File: src/rtl/apb_periph_node.sv
`default_nettype none
// ============================================================================
// Module      : apb_periph_node
// Description : APB address-decoding bridge. Accepts one transfer at a time
//               from an upstream APB master, routes it to the lowest-indexed
//               downstream peripheral whose [start, end] region contains the
//               address, and returns the response one cycle after the
//               peripheral completes. A decode miss answers with an error
//               immediately; a peripheral that stalls too long is aborted
//               with an error.
// Ports       : clk_i, rst_ni            - clock, async active-low reset
//               start_addr_i, end_addr_i - per-peripheral inclusive regions
//               paddr_i .. penable_i     - upstream APB request
//               prdata_o .. pslverr_o    - upstream APB response
//               paddr_o .. penable_o     - downstream APB request (psel one-hot)
//               prdata_i .. pslverr_i    - downstream APB responses
//               timeout_o, decerr_o      - one-cycle status pulses
// Revision    : 1.0 - initial release
// ============================================================================
module apb_periph_node #(
    parameter int NB_MASTER      = 10,
    parameter int APB_ADDR_WIDTH = 32,
    parameter int APB_DATA_WIDTH = 32,
    parameter int TIMEOUT_CYCLES = 255
) (
    input  logic                                          clk_i,
    input  logic                                          rst_ni,
    input  logic [NB_MASTER-1:0][APB_ADDR_WIDTH-1:0]      start_addr_i,
    input  logic [NB_MASTER-1:0][APB_ADDR_WIDTH-1:0]      end_addr_i,
    input  logic [APB_ADDR_WIDTH-1:0]                     paddr_i,
    input  logic [APB_DATA_WIDTH-1:0]                     pwdata_i,
    input  logic                                          pwrite_i,
    input  logic                                          psel_i,
    input  logic                                          penable_i,
    output logic [APB_DATA_WIDTH-1:0]                     prdata_o,
    output logic                                          pready_o,
    output logic                                          pslverr_o,
    output logic [APB_ADDR_WIDTH-1:0]                     paddr_o,
    output logic [APB_DATA_WIDTH-1:0]                     pwdata_o,
    output logic                                          pwrite_o,
    output logic [NB_MASTER-1:0]                          psel_o,
    output logic                                          penable_o,
    input  logic [NB_MASTER-1:0][APB_DATA_WIDTH-1:0]      prdata_i,
    input  logic [NB_MASTER-1:0]                          pready_i,
    input  logic [NB_MASTER-1:0]                          pslverr_i,
    output logic                                          timeout_o,
    output logic                                          decerr_o
);

    // A zero timeout still needs a 1-bit counter to keep widths legal.
    localparam int c_CNT_W = (TIMEOUT_CYCLES > 0) ? $clog2(TIMEOUT_CYCLES + 1) : 1;
    localparam logic [c_CNT_W-1:0] c_TMO = c_CNT_W'(TIMEOUT_CYCLES);

    typedef enum logic [1:0] {
        S_IDLE   = 2'd0,
        S_SETUP  = 2'd1,
        S_ACCESS = 2'd2,
        S_RESP   = 2'd3
    } state_t;

    state_t                    r_state;
    logic [NB_MASTER-1:0]      r_sel;      // one-hot latched target
    logic [c_CNT_W-1:0]        r_cnt;
    logic [APB_ADDR_WIDTH-1:0] r_paddr;
    logic [APB_DATA_WIDTH-1:0] r_pwdata;
    logic                      r_pwrite;
    logic [NB_MASTER-1:0]      r_psel;
    logic                      r_penable;
    logic [APB_DATA_WIDTH-1:0] r_prdata;
    logic                      r_pready;
    logic                      r_pslverr;
    logic                      r_timeout;
    logic                      r_decerr;

    logic [NB_MASTER-1:0]      w_hit;
    logic [NB_MASTER-1:0]      w_first;
    logic                      w_rdy;
    logic                      w_err;
    logic [APB_DATA_WIDTH-1:0] w_rdata;
    logic [c_CNT_W-1:0]        w_cnt_next;

    always_comb begin
        w_hit = '0;
        for (int k = 0; k < NB_MASTER; k++) begin
            w_hit[k] = (paddr_i >= start_addr_i[k]) && (paddr_i <= end_addr_i[k]);
        end
    end

    // Isolate the lowest set bit: lowest-index region wins on overlap.
    assign w_first = w_hit & (~w_hit + NB_MASTER'(1));

    // Only the latched target's response lines are looked at.
    always_comb begin
        w_rdy   = 1'b0;
        w_err   = 1'b0;
        w_rdata = '0;
        for (int k = 0; k < NB_MASTER; k++) begin
            if (r_sel[k]) begin
                w_rdy   = w_rdy   | pready_i[k];
                w_err   = w_err   | pslverr_i[k];
                w_rdata = w_rdata | prdata_i[k];
            end
        end
    end

    assign w_cnt_next = r_cnt + c_CNT_W'(1);

    always_ff @(posedge clk_i or negedge rst_ni) begin
        if (!rst_ni) begin
            r_state   <= S_IDLE;
            r_sel     <= '0;
            r_cnt     <= '0;
            r_paddr   <= '0;
            r_pwdata  <= '0;
            r_pwrite  <= 1'b0;
            r_psel    <= '0;
            r_penable <= 1'b0;
            r_prdata  <= '0;
            r_pready  <= 1'b0;
            r_pslverr <= 1'b0;
            r_timeout <= 1'b0;
            r_decerr  <= 1'b0;
        end else begin
            // Response and status flags are single-cycle by default.
            r_pready  <= 1'b0;
            r_timeout <= 1'b0;
            r_decerr  <= 1'b0;
            case (r_state)
                S_IDLE: begin
                    if (psel_i && !penable_i) begin
                        r_paddr  <= paddr_i;
                        r_pwdata <= pwdata_i;
                        r_pwrite <= pwrite_i;
                        r_sel    <= w_first;
                        if (|w_hit) begin
                            r_psel  <= w_first;
                            r_state <= S_SETUP;
                        end else begin
                            r_prdata  <= '0;
                            r_pslverr <= 1'b1;
                            r_pready  <= 1'b1;
                            r_decerr  <= 1'b1;
                            r_state   <= S_RESP;
                        end
                    end
                end
                S_SETUP: begin
                    r_penable <= 1'b1;
                    r_cnt     <= '0;
                    r_state   <= S_ACCESS;
                end
                S_ACCESS: begin
                    // Slave completion has priority over a simultaneous timeout.
                    if (w_rdy) begin
                        r_psel    <= '0;
                        r_penable <= 1'b0;
                        r_prdata  <= w_rdata;
                        r_pslverr <= w_err;
                        r_pready  <= 1'b1;
                        r_state   <= S_RESP;
                    end else if ((TIMEOUT_CYCLES != 0) && (w_cnt_next == c_TMO)) begin
                        r_psel    <= '0;
                        r_penable <= 1'b0;
                        r_prdata  <= '0;
                        r_pslverr <= 1'b1;
                        r_pready  <= 1'b1;
                        r_timeout <= 1'b1;
                        r_cnt     <= w_cnt_next;
                        r_state   <= S_RESP;
                    end else begin
                        r_cnt <= w_cnt_next;
                    end
                end
                S_RESP: begin
                    r_state <= S_IDLE;
                end
                default: begin
                    r_state <= S_IDLE;
                end
            endcase
        end
    end

    assign paddr_o   = r_paddr;
    assign pwdata_o  = r_pwdata;
    assign pwrite_o  = r_pwrite;
    assign psel_o    = r_psel;
    assign penable_o = r_penable;
    assign prdata_o  = r_prdata;
    assign pready_o  = r_pready;
    assign pslverr_o = r_pslverr;
    assign timeout_o = r_timeout;
    assign decerr_o  = r_decerr;

endmodule
`default_nettype wire

File: config.mk
export PLATFORM = sky130hd
export DESIGN_NAME = apb_periph_node
export DESIGN_NICKNAME = d
export VERILOG_FILES = /design/src/rtl/apb_periph_node.sv
export SDC_FILE = /design/constraint.sdc
export NUM_CORES = 1
export LEC_CHECK = 0
export BUFFER_PORTS_ARGS = -buffer_cell sky130_fd_sc_hd__buf_4
export CAP_MARGIN = 20
export CORE_AREA = 5 5 453 455
export DETAILED_ROUTE_END_ITERATION = 10
export DIE_AREA = 0 0 458 460
export PLACE_DENSITY_LB_ADDON = 0.3
export SLEW_MARGIN = 40
export SYNTH_ARGS = -nofsm -noshare
export SYNTH_HDL_FRONTEND = slang
export SYNTH_SLANG_ARGS = --single-unit
File: constraint.sdc
create_clock -name clk_i -period 3.7 [get_ports clk_i]
set_clock_uncertainty 0.2 [all_clocks]
set_input_delay 0.37 -clock clk_i [delete_from_list [all_inputs] [get_ports clk_i]]
set_output_delay 0.37 -clock clk_i [all_outputs]
set_load 0.1 [all_outputs]
# Word-level counts from Yosys, hierarchy flattened
# Index checks and enable logic that the tools add are counted.
dict set report totals {
  ff_bits 132
  input_bits 1049
  out_inout_bits 112
  word_cells 158
}
dict set report classes {
  add_sub_neg 2
  order_cmp 20
  eq_ne 9
  mux 63
  n_bitwise 29
  n_reduce_logical 22
}
# operator n
set ops {}
lappend ops {{two-way mux 32 bit} 14}
lappend ops {{>= comparator 32 bit} 10}
lappend ops {{less-or-equal comparator 32 bit} 10}
lappend ops {{bitwise OR 32 bit} 9}
lappend ops {{case mux 32 bit (2 select lines)} 1}
lappend ops {{two-way mux 10 bit} 4}
lappend ops {{two-way mux 1 bit} 33}
lappend ops {{case mux 10 bit (2 select lines)} 1}
lappend ops {{bitwise OR 1 bit} 18}
lappend ops {{case mux 8 bit (2 select lines)} 1}
lappend ops {{logical AND 1 bit} 11}
lappend ops {{adder 10 x 1 -> 10 bit, second input constant} 1}
lappend ops {{AND 10 bit} 1}
lappend ops {{NOT 10 bit} 1}
lappend ops {{OR reduction 10 bit} 1}
lappend ops {{adder 8 x 1 -> 8 bit, second input constant} 1}
lappend ops {{== test 8 bit, second input constant} 1}
lappend ops {{two-way mux 2 bit} 4}
lappend ops {{two-way mux 8 bit} 1}
lappend ops {{!= test 2 bit, second input constant} 4}
lappend ops {{case mux 2 bit (4 select lines)} 1}
lappend ops {{AND reduction 2 bit} 4}
lappend ops {{AND reduction 4 bit} 2}
lappend ops {{case mux 1 bit (2 select lines)} 3}
lappend ops {{6 further kinds} 8}

# Longest topological paths before layout
dict set report logic_depth {
  word_depth 21
  depth_mapped 13
  mapped_depth_nobuf 11
}

# Worst setup path after synthesis
# Ideal clock, no wire load.
dict set report synth_timing {
  path_type {input to register}
  start {input port paddr_i[0]}
  end {register r_prdata[0] (netlist: prdata_o[0])}
  setup_ps 126
  t_arrival_ps 3337
  required_ps 3374
  path_slack_ps 38
  cell_stages 13
  n_path_buf 2
  cell_sequence {inv_1 -> ha_1 -> nor2b_1 -> o211ai_1 -> a21oi_1 -> or4_1 -> o221a_2 -> or3_1 -> buf_1 -> and2_1 -> a31oi_2 -> buf_4 -> mux2_2}
}
dict set report synth_via {
  elab_chain_cells 5
  word_cells_on_any_way 33
  cone_classes {order compare (20); eq/ne (1); reduce/logical (12)}
}
# element line_no
set synth_lines {}
lappend synth_lines {{start, declared} 30} ;# input logic [APB_ADDR_WIDTH-1:0] paddr_i,
lappend synth_lines {{>= comparator 32 bit or less-or-equal comparator 32 bit (tied branches)} 85} ;# w_hit[k] = (paddr_i >= start_addr_i[k]) && (paddr_i <= end_addr_i[k]);
lappend synth_lines {{logical AND 1 bit} 85}
lappend synth_lines {{OR reduction 10 bit (*)} 135} ;# if (|w_hit) begin
lappend synth_lines {{!= test 2 bit (no source line) (*)} -}
lappend synth_lines {{AND reduction 4 bit (no source line) (*)} -}
lappend synth_lines {{end signal, assigned} 157} ;# r_prdata <= w_rdata;
lappend synth_lines {{end, declared} 69} ;# logic [APB_DATA_WIDTH-1:0] r_prdata;
# Mark *: on every way between the ends. The rest lies on a longest branch, timed or not.
# A chain may end at the register's enable or synchronous reset.

# Worst setup path in the final report
dict set report layout_timing {
  start {input port paddr_i[1]}
  end {register r_prdata[2] (netlist: prdata_o[2])}
}
# The elaborated chain is that of the path after synthesis.

==> summary.txt <==
GRT
  • GRT Total Usage: 16.54%
  • First-pass GRT wire length: 241.5 mm
  • Largest net degree at the start of global routing: 87
  • Initial antenna violation count: 60
  • Gr ovfl total: 0
  • Vias in the first global route: 29.81k

STA
  • Max Fclk: 272.3 MHz
  • Crit share post-route: 99.25%
  • Final Critical Period: 3.672 ns
  • Final setup viols: 0
  • Relative slew slack: 48.38%
  • RSZ-0062 raised after global routing: false
  • Max-slew violations: 0
  • Worst-Margin Slew: 0.7672 ns
  • Final Hold Viols: 0

Synth
  • Synth top area cells: ha_1, dfrtp_1, inv_1, mux2_2, a21oi_1
  • Area leader, netlist: ha_1
  • Synth top area share: 35.03%
  • Predominant post-synthesis flop cell: dfrtp_1
  • Most numerous cell in the Yosys netlist: ha_1
  • Post-synth top cells: ha_1, inv_1, a21oi_1
  • Mapped Cells: 2908
  • Netlist cell types: 69
  • Syn_nets: 4602
  • Post-synth EDFFs: 0
  • Asr flop ratio synth: 100.0%
  • Register area share after synthesis: 14.34%
  • Mapped Area: 23040 um2
  • Synth warn: 0
  • FF+latch count, synth: 132
  • Syn Area/Cell: 7.922 um2

Drt
  • Post-route DRC: 0
  • Vias: 28.10k
  • Vias per inst: 3.956
  • DR WL/cell: 25.82 um
  • Starting DRC count in detailed routing: 1395
  • Drt first pass iters: 6
  • Routed Antenna Nets: 0
  • WL final: 183.4 mm

Setup path
  • Worst Setup Path Type: input port to flip-flop
  • Worst Path Buf+Inv: 5
  • CP startpoint kind: input port
  • Top delay family on crit path: simple AND/OR/NAND/NOR gates
  • CP max FO: 16
  • R2R depth: 11
  • Critical path's slowest cell: or4_1
  • Setup crit end kind: flip-flop
  • Required time worst endpoint: 3.85 ns
  • Critical-path cell list: buf_4 -> ha_1 -> nor2b_1 -> o211ai_1 -> buf_4 -> a21oi_1 -> or4_1 -> o221a_2 -> or3_4 -> buf_4 -> and2_1 -> a31oi_4 -> buf_12 -> buf_16 -> mux2_2
  • Crit-path max cell delay: 0.48 ns
  • Critical Path Stages: 15
  • CP most frequent cell: buf_4
  • Crit path DAT: 3.83 ns

Final layout
  • Area delta synth->final: 71.33%
  • Final core occ: 19.65%
  • Layout fillers: 22.59k
  • Layout cells sized above 1: 38.63%
  • Multi-input logic area: 17370 um2
  • Number of nets in the layout: 6092
  • Register area: 3316 um2
  • Design area: 39470 um2

Clock network
  • Latest clock arrival within the worst-skew pair: 0.47 ns
  • Worst-case clock buffer depth: 2
  • Clk slew on worst S/H paths: 0.07 ns
  • Root Buffer: clkbuf_16
  • Clock Sinks: 132
  • TritonCTS Buffers: 17
  • H-tree depth: 4
  • CTS tree: built

Pwr
  • Pwr dens: 174.8 nW/um2
  • Overall Power: 6.900 mW
  • Maximum vdd drop: 0.3352 mV
  • Leak: 21.29 nW

Die
  • Num rows: 165
  • DIE HEIGHT: 460 um
  • # IOs: 1161
  • Starting Density: 11.47%
  • Die W: 458 um
  • Die area: 210700 um2
  • Core ar.: 200900 um2

Placement
  • PortBufs: 1160
  • Dpl cell area: 37960 um2
  • Detail Placement HPWL: 164.2 mm
  • Gpl congestion: 0.9120

Outcome
  • Status: completed

Job
  • Max Cap Viol: 0

Worst hold path
  • Worst hold stages: 4
  • Worst Hold Class: input port to flip-flop
[flip-flops by register name, summed over array words and instances, names as in the netlist, 2 cells and up]
name      cells
psel_o       10
paddr_o      32
r_sel        10
prdata_o     32
r_cnt         8
pwdata_o     32
r_state       2
[power by group]
group | internal (mW) | switching (mW)
logic | 1.83 | 1.81
clock network | 0.905 | 0.914
registers | 1.44 | 0
[logic make-up after synthesis]
family / count (synthesis) / synth area share, %
adders and majority gates: 645 / 35.03
muxes: 108 / 5.274
and+or+nand+nor: 560 / 12.19
buffers and inverters: 705 / 11.54
xor gates and xnor gates: 4 / 0.1521
AOI/OAI and AO/OA: 754 / 21.48
DFF: 132 / 14.34
[worst paths after layout]
check                                   from      endpoint  slack [ns]
max in group asynchronous             rst_ni  pwdata_o[27]        2.19
worst min register to register      r_cnt[7]      r_cnt[7]        0.29
worst max register to register      r_sel[0]   prdata_o[2]        0.18
worst max-delay path              paddr_i[1]   prdata_o[2]        0.03
min in group asynchronous             rst_ni  pwdata_o[18]        0.30
worst min-delay path            pslverr_i[8]     pslverr_o        0.08
[area by class of cell]
class	count	share of cell area (%)
clock inverters	15	0.4058
repair buffers	1532	31.37
clock buffers	17	1.078
inverters	644	6.131
diodes	21	0.1331
well taps	2672	8.470
multi-input cells	2071	44.01
flip-flops and latches	132	8.401
[worst register-to-register path, delay by kind of cell, from the launching register on]
kind                   cells  cell delay [ns]
and+or+nand+nor            3             0.80
muxes                      1             0.36
AOI/OAI and AO/OA          5             1.21
buffers and inverters      2             0.39
DFF                        1             0.44
[cells in the final DEF (no fill, tap or decap), types with 10 or more instances in the layout]
master	n
buf_6	14
nor3_1	28
diode_2	21
buf_12	50
o21a_1	12
buf_4	1425
inv_1	642
o21ai_1	15
o21ai_0	93
and4_1	14
nand3_1	58
nand2b_1	11
dfrtp_2	10
a31oi_1	40
o31ai_1	10
nor2_1	60
nor2b_1	22
a21oi_1	227
o211ai_1	12
clkbuf_16	18
nand4_1	102
a21o_1	54
a211oi_1	25
mux2_2	107
nor4_1	15
dfrtp_1	122
ha_1	642
a22oi_1	133
nand2_1	206
dlygate4sd3_1	36
a221oi_1	51
[layer usage]
layer / track usage [%] / share of wire, % / up-vias
li1: - / - / 13460
met1: 16.90 / 36 / 13360
met2: 33.56 / 56 / 1080
met3: 2.844 / 5.1 / 196
met4: 5.174 / 3.4 / 2
met5: 0 / 0.0071 / -
[stage by stage]
step           TNS, ns  hold WS [ns]  cells  worst slack [ns]
2_1_floorplan        0       -0.1256   2908           0.03758
3_3_place_gp    -44.72        0.2746   7004           -0.9100
3_5_place_dp    -43.95        0.2427   7004           -0.8779
4_1_cts              0       0.03044   7084          0.002371
5_1_grt              0       0.08519   7099          0.003967
6_report             0       0.08036   7104           0.02792
[timing repair]
item                                    in CTS  in global routing
resized for setup                           54                 32
pin swaps                                   13                 16
hold buffers                                36                  0
gates cloned                                 3                  1
hold endpoints to repair                   110                  0
endpoints found under the setup margin      52                 48
setup buffers                               10                  1
Note: power is estimated with default switching activity, not from simulation.
